<file path="config.mk">
export PLATFORM = sky130hd
export DESIGN_NAME = mem_arbiter
export DESIGN_NICKNAME = d
export VERILOG_FILES = /design/src/rtl/d16_mem_pkg.sv /design/src/rtl/rr_arb2.sv /design/src/rtl/mem_arbiter.sv
export SDC_FILE = /design/constraint.sdc
export NUM_CORES = 1
export LEC_CHECK = 0
export CORE_MARGIN = 2
export CORE_UTILIZATION = 38
export CTS_CLUSTER_DIAMETER = 40
export DETAILED_ROUTE_END_ITERATION = 16
export HOLD_SLACK_MARGIN = 0.02
export PLACE_DENSITY = 0.79
export SYNTH_ARGS = -nofsm -noshare
export SYNTH_HDL_FRONTEND = slang
export SYNTH_SLANG_ARGS = --single-unit
</file>
<file path="constraint.sdc">
create_clock -name clk -period 1.65 [get_ports clk]
set_input_delay 0.2475 -clock clk [delete_from_list [all_inputs] [get_ports clk]]
set_output_delay 0.2475 -clock clk [all_outputs]
set_load 0.01 [all_outputs]
</file>
<file path="src/rtl/d16_mem_pkg.sv">
// Shared definitions for the data-memory arbiter: widths, FSM encoding and
// grant identifiers.
package d16_mem_pkg;

  localparam int unsigned AddrWidth = 16;
  localparam int unsigned DataWidth = 16;

  // Grant identifiers; also the encoding stored in last_grant.
  localparam logic GNT_FETCH = 1'b0;
  localparam logic GNT_DATA  = 1'b1;

  typedef enum logic [1:0] {
    StIdle  = 2'd0,
    StIssue = 2'd1,
    StResp  = 2'd2,
    StDone  = 2'd3
  } arb_state_e;

endpackage

</file>
<file path="src/rtl/rr_arb2.sv">
// Two-requester round-robin pick: a lone requester always wins, a tie goes to
// whichever master was not granted last.
module rr_arb2
  import d16_mem_pkg::*;
(
  input  logic f_req,
  input  logic d_req,
  input  logic last_grant,
  output logic gnt_valid,
  output logic gnt
);

  // Pick the winner from the current request pair.
  always_comb begin
    gnt_valid = f_req | d_req;
    gnt       = GNT_FETCH;
    if (f_req && d_req) begin
      gnt = (last_grant == GNT_DATA) ? GNT_FETCH : GNT_DATA;
    end else if (d_req) begin
      gnt = GNT_DATA;
    end
  end

endmodule

</file>
<file path="src/rtl/mem_arbiter.sv">
// Arbitrates instruction fetches and load/store accesses onto the single-port
// data memory, sequencing each access as issue / response / ack.
module mem_arbiter
  import d16_mem_pkg::*;
#(
  parameter int unsigned AW = AddrWidth,
  parameter int unsigned DW = DataWidth
) (
  input  logic          clk,
  input  logic          rst_n,
  input  logic          f_req,
  input  logic [AW-1:0] f_addr,
  output logic          f_ack,
  input  logic          d_req,
  input  logic          d_we,
  input  logic          d_byte,
  input  logic [AW-1:0] d_addr,
  input  logic [DW-1:0] d_wdata,
  output logic          d_ack,
  output logic [DW-1:0] rdata,
  output logic          mem_en,
  output logic          mem_we,
  output logic          mem_byte_enable,
  output logic          mem_byte_select,
  output logic [AW-1:0] mem_addr,
  output logic [DW-1:0] mem_wdata,
  input  logic [DW-1:0] mem_data_out,
  input  logic          mem_wait
);

  arb_state_e    state_q, state_d;
  logic          gnt_valid, gnt;
  logic          gnt_q;
  logic          last_grant_q;
  logic          we_q, be_q, bs_q;
  logic [AW-1:0] addr_q;
  logic [DW-1:0] wdata_q;
  logic [DW-1:0] rdata_q;
  logic          grant_now;

  // Fetches are word reads, so the low address bit carries no information.
  logic unused_f_addr0;
  assign unused_f_addr0 = f_addr[0];

  rr_arb2 u_rr_arb2 (
    .f_req      (f_req),
    .d_req      (d_req),
    .last_grant (last_grant_q),
    .gnt_valid  (gnt_valid),
    .gnt        (gnt)
  );

  // Requests are only looked at while idle; DONE deliberately ignores them.
  assign grant_now = (state_q == StIdle) && gnt_valid;

  // State register.
  always_ff @(posedge clk) begin
    if (!rst_n) begin
      state_q <= StIdle;
    end else begin
      state_q <= state_d;
    end
  end

  // Next-state logic.
  always_comb begin
    state_d = state_q;
    unique case (state_q)
      StIdle:  if (gnt_valid) state_d = StIssue;
      StIssue: if (!mem_wait) state_d = we_q ? StDone : StResp;
      StResp:  state_d = StDone;
      StDone:  state_d = StIdle;
      default: state_d = StIdle;
    endcase
  end

  // Command latch, response register and round-robin history.
  always_ff @(posedge clk) begin
    if (!rst_n) begin
      gnt_q        <= GNT_FETCH;
      last_grant_q <= GNT_DATA;
      we_q         <= 1'b0;
      be_q         <= 1'b0;
      bs_q         <= 1'b0;
      addr_q       <= '0;
      wdata_q      <= '0;
      rdata_q      <= '0;
    end else begin
      if (grant_now) begin
        gnt_q <= gnt;
        if (gnt == GNT_FETCH) begin
          we_q   <= 1'b0;
          be_q   <= 1'b0;
          bs_q   <= 1'b0;
          addr_q <= {1'b0, f_addr[AW-1:1]};
        end else begin
          we_q    <= d_we;
          be_q    <= d_byte;
          bs_q    <= d_byte & d_addr[0];
          addr_q  <= {1'b0, d_addr[AW-1:1]};
          wdata_q <= d_wdata;
        end
      end
      // Memory output is registered, so it is valid in the cycle after acceptance.
      if (state_q == StResp) begin
        rdata_q <= mem_data_out;
      end
      if (state_q == StDone) begin
        last_grant_q <= gnt_q;
      end
    end
  end

  // Output decode: strobes only in ISSUE, ack only in DONE.
  always_comb begin
    mem_en          = (state_q == StIssue);
    mem_we          = (state_q == StIssue) & we_q;
    f_ack           = (state_q == StDone) && (gnt_q == GNT_FETCH);
    d_ack           = (state_q == StDone) && (gnt_q == GNT_DATA);
    mem_byte_enable = be_q;
    mem_byte_select = bs_q;
    mem_addr        = addr_q;
    mem_wdata       = wdata_q;
    rdata           = rdata_q;
  end

endmodule

</file>
==> run metrics, run 1 <==
status=complete, no violations; type of the most critical hold path=input port to flip-flop; Nets=442; met3 usage=6.00%; antenna viol nets, final=0; compound-gate portion of the synthesized area=11.8%; dpl cells=434; first-pass GRT wire length=9150 um; die height=81.2 um; clock buffer count from CTS=5; area of the die=6600 um^2; Post-Synthesis Cells=250; Critical Path AT=1.30 ns; CTS tree=yes; H-tree depth=2; FP Rows=28; Worst-Skew Late Latency=0.29 ns; initial antenna violation count=0; post-synthesis mux area share=14.6%; final wirelength=5700 um; Area growth syn-to-layout=60.6%; Final setup viols=0; gr ovfl total=0; vias in the first global route=2,073; ANT cells=0; Pwr Density=1160 nW/um^2; number of synthesized register bits=54; VDD IR-drop max=0.000547 V; WL/cell=12.9 um; Cell Area, Synth=2270 um^2; Worst Setup Path Type=flip-flop to output port; predominant post-synthesis flop cell=dfxtp_1; RSZ-0062 raised after global routing=false; CTS clock-pin slew for the worst setup and hold paths=0.09 ns; Slowest cell on crit path=dfxtp_2; final hold vios=0; clock sinks=54; # port buffers=122; Max Freq=646 MHz; gpl congestion=0.732; main combinational cell family by area after synthesis=simple AND/OR/NAND/NOR gates; Via-to-Cell Ratio=4.75; CP startpoint kind=flip-flop; Period Utilization, post-route=93.7%; crit path capture type=output port; I/O pins=125; Synth async-reset ratio=0%; Pleak=1.45 nW; Pre-antenna DRT Iters=4; Post-synth EDFFs=0; Post-Synth Simple-Gate Area=18.1%; root buffer cell=clkbuf_8; post-synthesis xor/xnor area fraction=0%; Synth cell types=31; Ys Warns=0; crit path max fanout=4; area leader, netlist=dfxtp_1; hpwl dp=4120 um; post-synth net total=326; area share of the largest cell type after synthesis=47.7%; core area=5850 um^2; fin cells=442; final worst setup slack=0.103 ns; largest stage delay on the critical path=0.35 ns; Critical Path RT=1.40 ns; most common cell in the netlist=nand2_1; die width=81.2 um; worst slack at placement=0.0377 ns; met1 layer usage reported by global route=19.7%; Avg Cell Area, Syn=9.06 um^2; Longest Clk Path Bufs=2; share of cells above drive strength 1=5.99%; Starting DRT DRC Count=95; GR peak layer=met2; met2 Track Usage GR=32.2%; Post-Synth Adder-Cell Area=2.76%; sequential share of the synthesized area=47.7%; drc violations=0; top post-synthesis cells by count=nand2_1, dfxtp_1, mux2i_1; worst hold slack=0.403 ns; largest net degree at the start of global routing=75; total negative slack=0 ns; CP Buf/Inv Count=1; worst clock skew=0.00253 ns; Area contributors post-synth=dfxtp_1, mux2i_1, nand2_1, nor2b_1, a31oi_1; fin crit period=1.55 ns; Starting Density=38.7%; delay-heaviest family, CP=flip-flops; total number of vias=2,098; Final Max Tran Viols=0; total track usage=17.8%; post-CTS setup buffers=0; max_cap viols=0; Post-CTS Hold Fix Bufs=0; CP cell instances=ha_1 > and2_1 > dlygate4sd2_1
## sequential cells by signal, summed over array words and instances (netlist names), 2 cells and up
register   cells
rdata         16
state_q        2
mem_wdata     16
mem_addr      15
## worst reg2reg max path: cells and delay by family, from the launching register on
family                     cells  cell delay [ns]
buffers and inverters          1             0.08
adders and majority gates      1             0.20
DFF                            1             0.37
AOI/OAI and AO/OA              1             0.29
and+or+nand+nor                2             0.47
## timing repair
item,in CTS,in global routing
endpoints found under the setup margin,4,1
cloned,0,0
resized for setup,8,1
## metal layers
| metal | part of all wire [%] | vias up |
|---|---|---|
| li1 | - | 1064 |
| met2 | 51 | 67 |
| met4 | 0.74 | 0 |
| met1 | 41 | 963 |
| met5 | 0 | - |
| met3 | 7.7 | 4 |
## metrics by stage
step | util [%] | instance area (um^2) | total power, mW
5_1_grt | 62.2 | 3640 | 4.48
6_report | 62.2 | 3640 | 4.21
3_5_place_dp | 60.7 | 3550 | 3.51
2_1_floorplan | - | 2270 | 2.64
3_3_place_gp | 60.7 | 3550 | 3.46
4_1_cts | 62.3 | 3640 | 4.27
## cell families (layout without fill, tap and decap cells)
logic type               Yosys count  in the layout
AO/OA/AOI/OAI                     41             41
adder cells (fa/ha/maj)            5              5
buffers and inverters             21            138
flip-flops                        54             54
multiplexers                      33             33
other                              1              1
AND/OR/NAND/NOR                   95             95
## placed cells by master, fill, tap and decap left out, types with 2 or more instances in the layout
master and instances:
dfxtp_1 52, nor2_1 3, a31oi_1 15, inv_1 3
buf_4 2, mux2i_1 33, dlygate4sd2_1 3, nand2_1 70
ha_1 4, nor2b_1 16, dfxtp_2 2, clkbuf_8 6
buf_12 3, o22ai_1 3, o21ai_0 14, and2_1 2
clkdlybuf4s50_1 117
## area by class of cell
cell class                 count  area, um^2
inverter                       3        11.3
sequential                    54        1080
clock inverter                 1        5.00
fill                         531        2210
multi-input combinational    175        1080
clock buffer                   7        86.3
tap                           75        93.8
timing repair buffer         127        1280
## path summary, 6_finish.rpt
kind                            slack (ns)                    endpoint  depth (start not counted)                  startpoint
worst max register to register        0.13     state_q[0]$_SDFFE_PN0P_                          5     state_q[1]$_SDFFE_PN0P_
worst max-delay path                  0.10                       d_ack                          3     state_q[0]$_SDFFE_PN0P_
worst min register to register        0.46  mem_wdata[15]$_SDFFE_PN0P_                          2  mem_wdata[15]$_SDFFE_PN0P_
worst min-delay path                  0.40   last_grant_q$_SDFFE_PN1N_                          3                       rst_n
## power breakdown
group | internal, mW | leakage, nW | switching, mW
registers | 1.58 | 0.443 | 0.146
clock network | 0.340 | 0.0482 | 0.402
logic | 0.970 | 0.964 | 0.772
total | 2.89 | 1.45 | 1.32
Power figures use the tool's default switching activity.
==> run 2, diff against run 1 <==
- MAX_ROUTING_LAYER: unset -> met4
==> run metrics, run 2 (synthesized netlist as in run 1, its figures left out) <==
Hold Path Origin=rst_n; gr ovfl total=0; WL/cell=12.9 um; Period Utilization, post-route=93.7%; CP startpoint kind=flip-flop; clock buffer count from CTS=5; H-tree depth=2; final wirelength=5700 um; Pre-antenna DRT Iters=4; met3 wire len=413 um; Final Max Tran Viols=0; final worst setup slack=0.103 ns; Critical Path AT=1.30 ns; reg-to-reg startpoint=state_q[1]$_SDFFE_PN0P_; Worst-Skew Late Latency=0.29 ns; root buffer cell=clkbuf_8; Max Used Layer=met4; Hold EP=last_grant_q$_SDFFE_PN1N_; CP Buf/Inv Count=1; worst slack at placement=0.0377 ns; largest net degree at the start of global routing=75; largest stage delay on the critical path=0.35 ns; net switching power=1.32 mW; clock share of power=17.6%; setup slack, reg-to-reg=0.13 ns; Area growth syn-to-layout=60.6%; die height=81.2 um; Critical Path RT=1.40 ns; sw frac=31.4%; Starting Density=38.7%; crit path max fanout=4; I/O pins=125; drc violations=0; type of the most critical hold path=input port to flip-flop; share of cells above drive strength 1=5.99%; post-CTS setup buffers=0; Final setup viols=0; max_cap viols=0; delay-heaviest family, CP=flip-flops; Pwr Density=1160 nW/um^2; routed wl met2=2890 um; Worst Reg-to-Reg Cells=5; first-pass GRT wire length=9150 um; Min-Delay Path Depth=3; Nets=442; worst hold slack=0.403 ns; Starting DRT DRC Count=99; hpwl dp=4120 um; RSZ-0062 raised after global routing=false; final hold vios=0; initial antenna violation count=0; ANT cells=0; wire length on met1=2360 um; Reg2Reg Capture Point=state_q[0]$_SDFFE_PN0P_; CTS tree=yes; FP Rows=28; status=complete, no violations; total number of vias=2,098; area of the die=6600 um^2; crit path capture type=output port; worst clock skew=0.00261 ns; gpl congestion=0.741; die width=81.2 um; Pleak=1.45 nW; VDD IR-drop max=0.000547 V; CTS clock-pin slew for the worst setup and hold paths=0.09 ns; Slowest cell on crit path=dfxtp_2; vias in the first global route=2,073; Longest Clk Path Bufs=2; total track usage=18.3%; Max Freq=647 MHz; Reg power frac=40.9%; antenna viol nets, final=0; clock sinks=54; most frequent cells in the layout=clkdlybuf4s50_1, nand2_1, dfxtp_1; Via-to-Cell Ratio=4.75; part of the power in combinational logic=41.4%; Worst Setup Path Type=flip-flop to output port; core area=5850 um^2; # port buffers=122; Internal=2.89 mW; fin crit period=1.55 ns; commonest non-fill, non-tap cell in the layout=clkdlybuf4s50_1; total negative slack=0 ns; CP cell instances=ha_1 > and2_1 > dlygate4sd2_1
-- run 2: final cells by class --
type	instances	area, um^2
Clock inverter	1	5.00
Tap cell	75	93.8
Fill cell	531	2210
Sequential cell	54	1080
Clock buffer	7	86.3
Inverter	3	11.3
Timing Repair Buffer	127	1280
Multi-Input combinational cell	175	1080
-- run 2: per-layer routing --
layer	global-route usage [%]	vias to the layer above
met5	-	-
met4	5.08	0
met3	5.56	4
met2	32.2	67
met1	20.0	963
li1	-	1064
-- run 2: how the worst max path moves through the flow --
stage	from	to	slack, ns	cells after the start
after floorplan	state_q[1]$_SDFFE_PN0P_	state_q[0]$_SDFFE_PN0P_	0.06	5
after global placement	state_q[1]$_SDFFE_PN0P_	mem_we	0.08	4
after detailed placement	state_q[1]$_SDFFE_PN0P_	mem_we	0.04	4
after CTS	state_q[1]$_SDFFE_PN0P_	mem_we	0.04	4
after global routing	state_q[0]$_SDFFE_PN0P_	d_ack	0.02	3
final	state_q[0]$_SDFFE_PN0P_	d_ack	0.10	3
-- run 2: power groups by stage --
stage / combinational (mW) / sequential, mW / clock (mW)
4_1_cts: 1.77 / 1.72 / 0.782
6_report: 1.74 / 1.72 / 0.742
3_3_place_gp: 1.73 / 1.73 / 0
3_5_place_dp: 1.77 / 1.74 / 0
2_1_floorplan: 0.802 / 1.84 / 0
5_1_grt: 1.90 / 1.75 / 0.822
-- run 2: worst reg2reg max path: stages (launching register included) --
cell     delay, ns
dfxtp_2       0.37
inv_1         0.08
ha_2          0.20
and2_1        0.16
or3_1         0.31
o221a_2       0.29
-- run 2: per-stage QoR --
stage          instances  area (um^2)  total power, mW  utilization [%]
2_1_floorplan        250         2270             2.64                -
3_3_place_gp         434         3550             3.46             60.7
3_5_place_dp         434         3550             3.51             60.7
4_1_cts              442         3640             4.27             62.3
5_1_grt              442         3640             4.48             62.2
6_report             442         3640             4.21             62.2
-- run 2: repair_timing --
action | in CTS | in global routing
setup endpoints to repair | 4 | 1
hold buffers | 0 | 0
gates resized for setup | 8 | 1
==> run 3, diff against run 2 <==
- PLACE_DENSITY: 0.79 -> 0.91
- SLEW_MARGIN: unset -> 15
==> run metrics, run 3 (synthesized netlist as in run 1, its figures left out) <==
number of fill cells=500; crit path capture type=output port; Area after DPL=3570 um^2; met1 layer usage reported by global route=19.6%; crit path max fanout=4; Nets=444; Pleak=1.46 nW; fin cells=443; initial antenna violation count=0; commonest non-fill, non-tap cell in the layout=clkdlybuf4s50_1; Slowest cell on crit path=dfxtp_2; VDD IR-drop max=0.000633 V; CTS tree=yes; gr ovfl total=0; most frequent cells in the layout=clkdlybuf4s50_1, nand2_1, dfxtp_1; total track usage=18.6%; Via-to-Cell Ratio=4.81; multi-input logic area=1080 um^2; met2 Track Usage GR=33.4%; area of the die=6600 um^2; Final Max Tran Viols=0; die height=81.2 um; Pwr Density=1150 nW/um^2; vias in the first global route=2,093; Longest Clk Path Bufs=2; ANT cells=0; I/O pins=125; first-pass GRT wire length=9310 um; Max Freq=647 MHz; drc violations=0; GR peak layer=met2; Critical Path AT=1.30 ns; die width=81.2 um; RSZ-0062 raised after global routing=false; setup slack, reg-to-reg=0.13 ns; CP startpoint kind=flip-flop; post-route cell area=3640 um^2; hpwl dp=4410 um; clock sinks=54; Final setup viols=0; Pre-antenna DRT Iters=4; Worst-Skew Late Latency=0.30 ns; fin crit period=1.55 ns; Area growth syn-to-layout=60.7%; core area=5850 um^2; max_cap viols=0; largest net degree at the start of global routing=32; Starting Density=38.7%; WL/cell=13.2 um; CP Buf/Inv Count=1; Worst Setup Path Type=flip-flop to output port; largest stage delay on the critical path=0.35 ns; worst clock skew=0.00713 ns; CTS clock-pin slew for the worst setup and hold paths=0.09 ns; final wirelength=5840 um; total negative slack=0 ns; H-tree depth=2; status=complete, no violations; dpl cells=436; share of cells above drive strength 1=6.52%; type of the most critical hold path=input port to flip-flop; antenna viol nets, final=0; delay-heaviest family, CP=flip-flops; Total Power=4.18 mW; # port buffers=122; gpl congestion=0.789; final hold vios=0; met3 usage=5.67%; Period Utilization, post-route=93.7%; Sequential cell area=1080 um^2; post-layout util=62.2%; total number of vias=2,129; Starting DRT DRC Count=59; FP Rows=28; CP cell instances=ha_1 > and2_1 > dlygate4sd2_1; root buffer cell=clkbuf_8; clock buffer count from CTS=5; Critical Path RT=1.40 ns
-- run 3: where the power goes --
group | switching [mW] | leakage (nW) | internal, mW
Combinational | 0.781 | 0.973 | 0.985
Clock | 0.408 | 0.0438 | 0.286
Sequential | 0.144 | 0.443 | 1.58
-- run 3: metal layers --
| metal | wire length, um | up-vias |
|---|---|---|
| met4 | 86 | 0 |
| met5 | 0 | - |
| li1 | - | 1069 |
| met2 | 2980 | 69 |
| met1 | 2390 | 983 |
| met3 | 389 | 8 |
-- run 3: worst paths after layout --
check                                                from  depth (start not counted)                   endpoint
worst max register to register    state_q[1]$_SDFFE_PN0P_                          5    state_q[0]$_SDFFE_PN0P_
worst max-delay path              state_q[0]$_SDFFE_PN0P_                          3                      d_ack
worst min-delay path                                rst_n                          2  last_grant_q$_SDFFE_PN1N_
worst min register to register  mem_wdata[6]$_SDFFE_PN0P_                          2  mem_wdata[6]$_SDFFE_PN0P_
-- run 3: timing repair --
| item | 4_1_cts | 5_1_grt |
|---|---|---|
| gates resized for setup | 8 | 1 |
| endpoints found under the setup margin | 4 | 1 |
| hold buffers | 0 | 0 |
| buffers inserted | 0 | 0 |
-- run 3: final cells by class --
cell class                 instances  share of cell area, %
sequential                        54                   29.8
timing repair buffer             129                   35.6
multi-input combinational        175                   29.6
tap                               75                   2.58
clock inverter                     2                  0.275
inverter                           3                  0.309
clock buffer                       5                   1.89
-- run 3: stage by stage --
stage          hold WS [ns]  worst slack [ns]
2_1_floorplan         0.386            0.0621
3_3_place_gp          0.443            0.0545
3_5_place_dp          0.452           0.00619
4_1_cts               0.321            0.0127
5_1_grt               0.345            0.0400
6_report              0.328             0.104
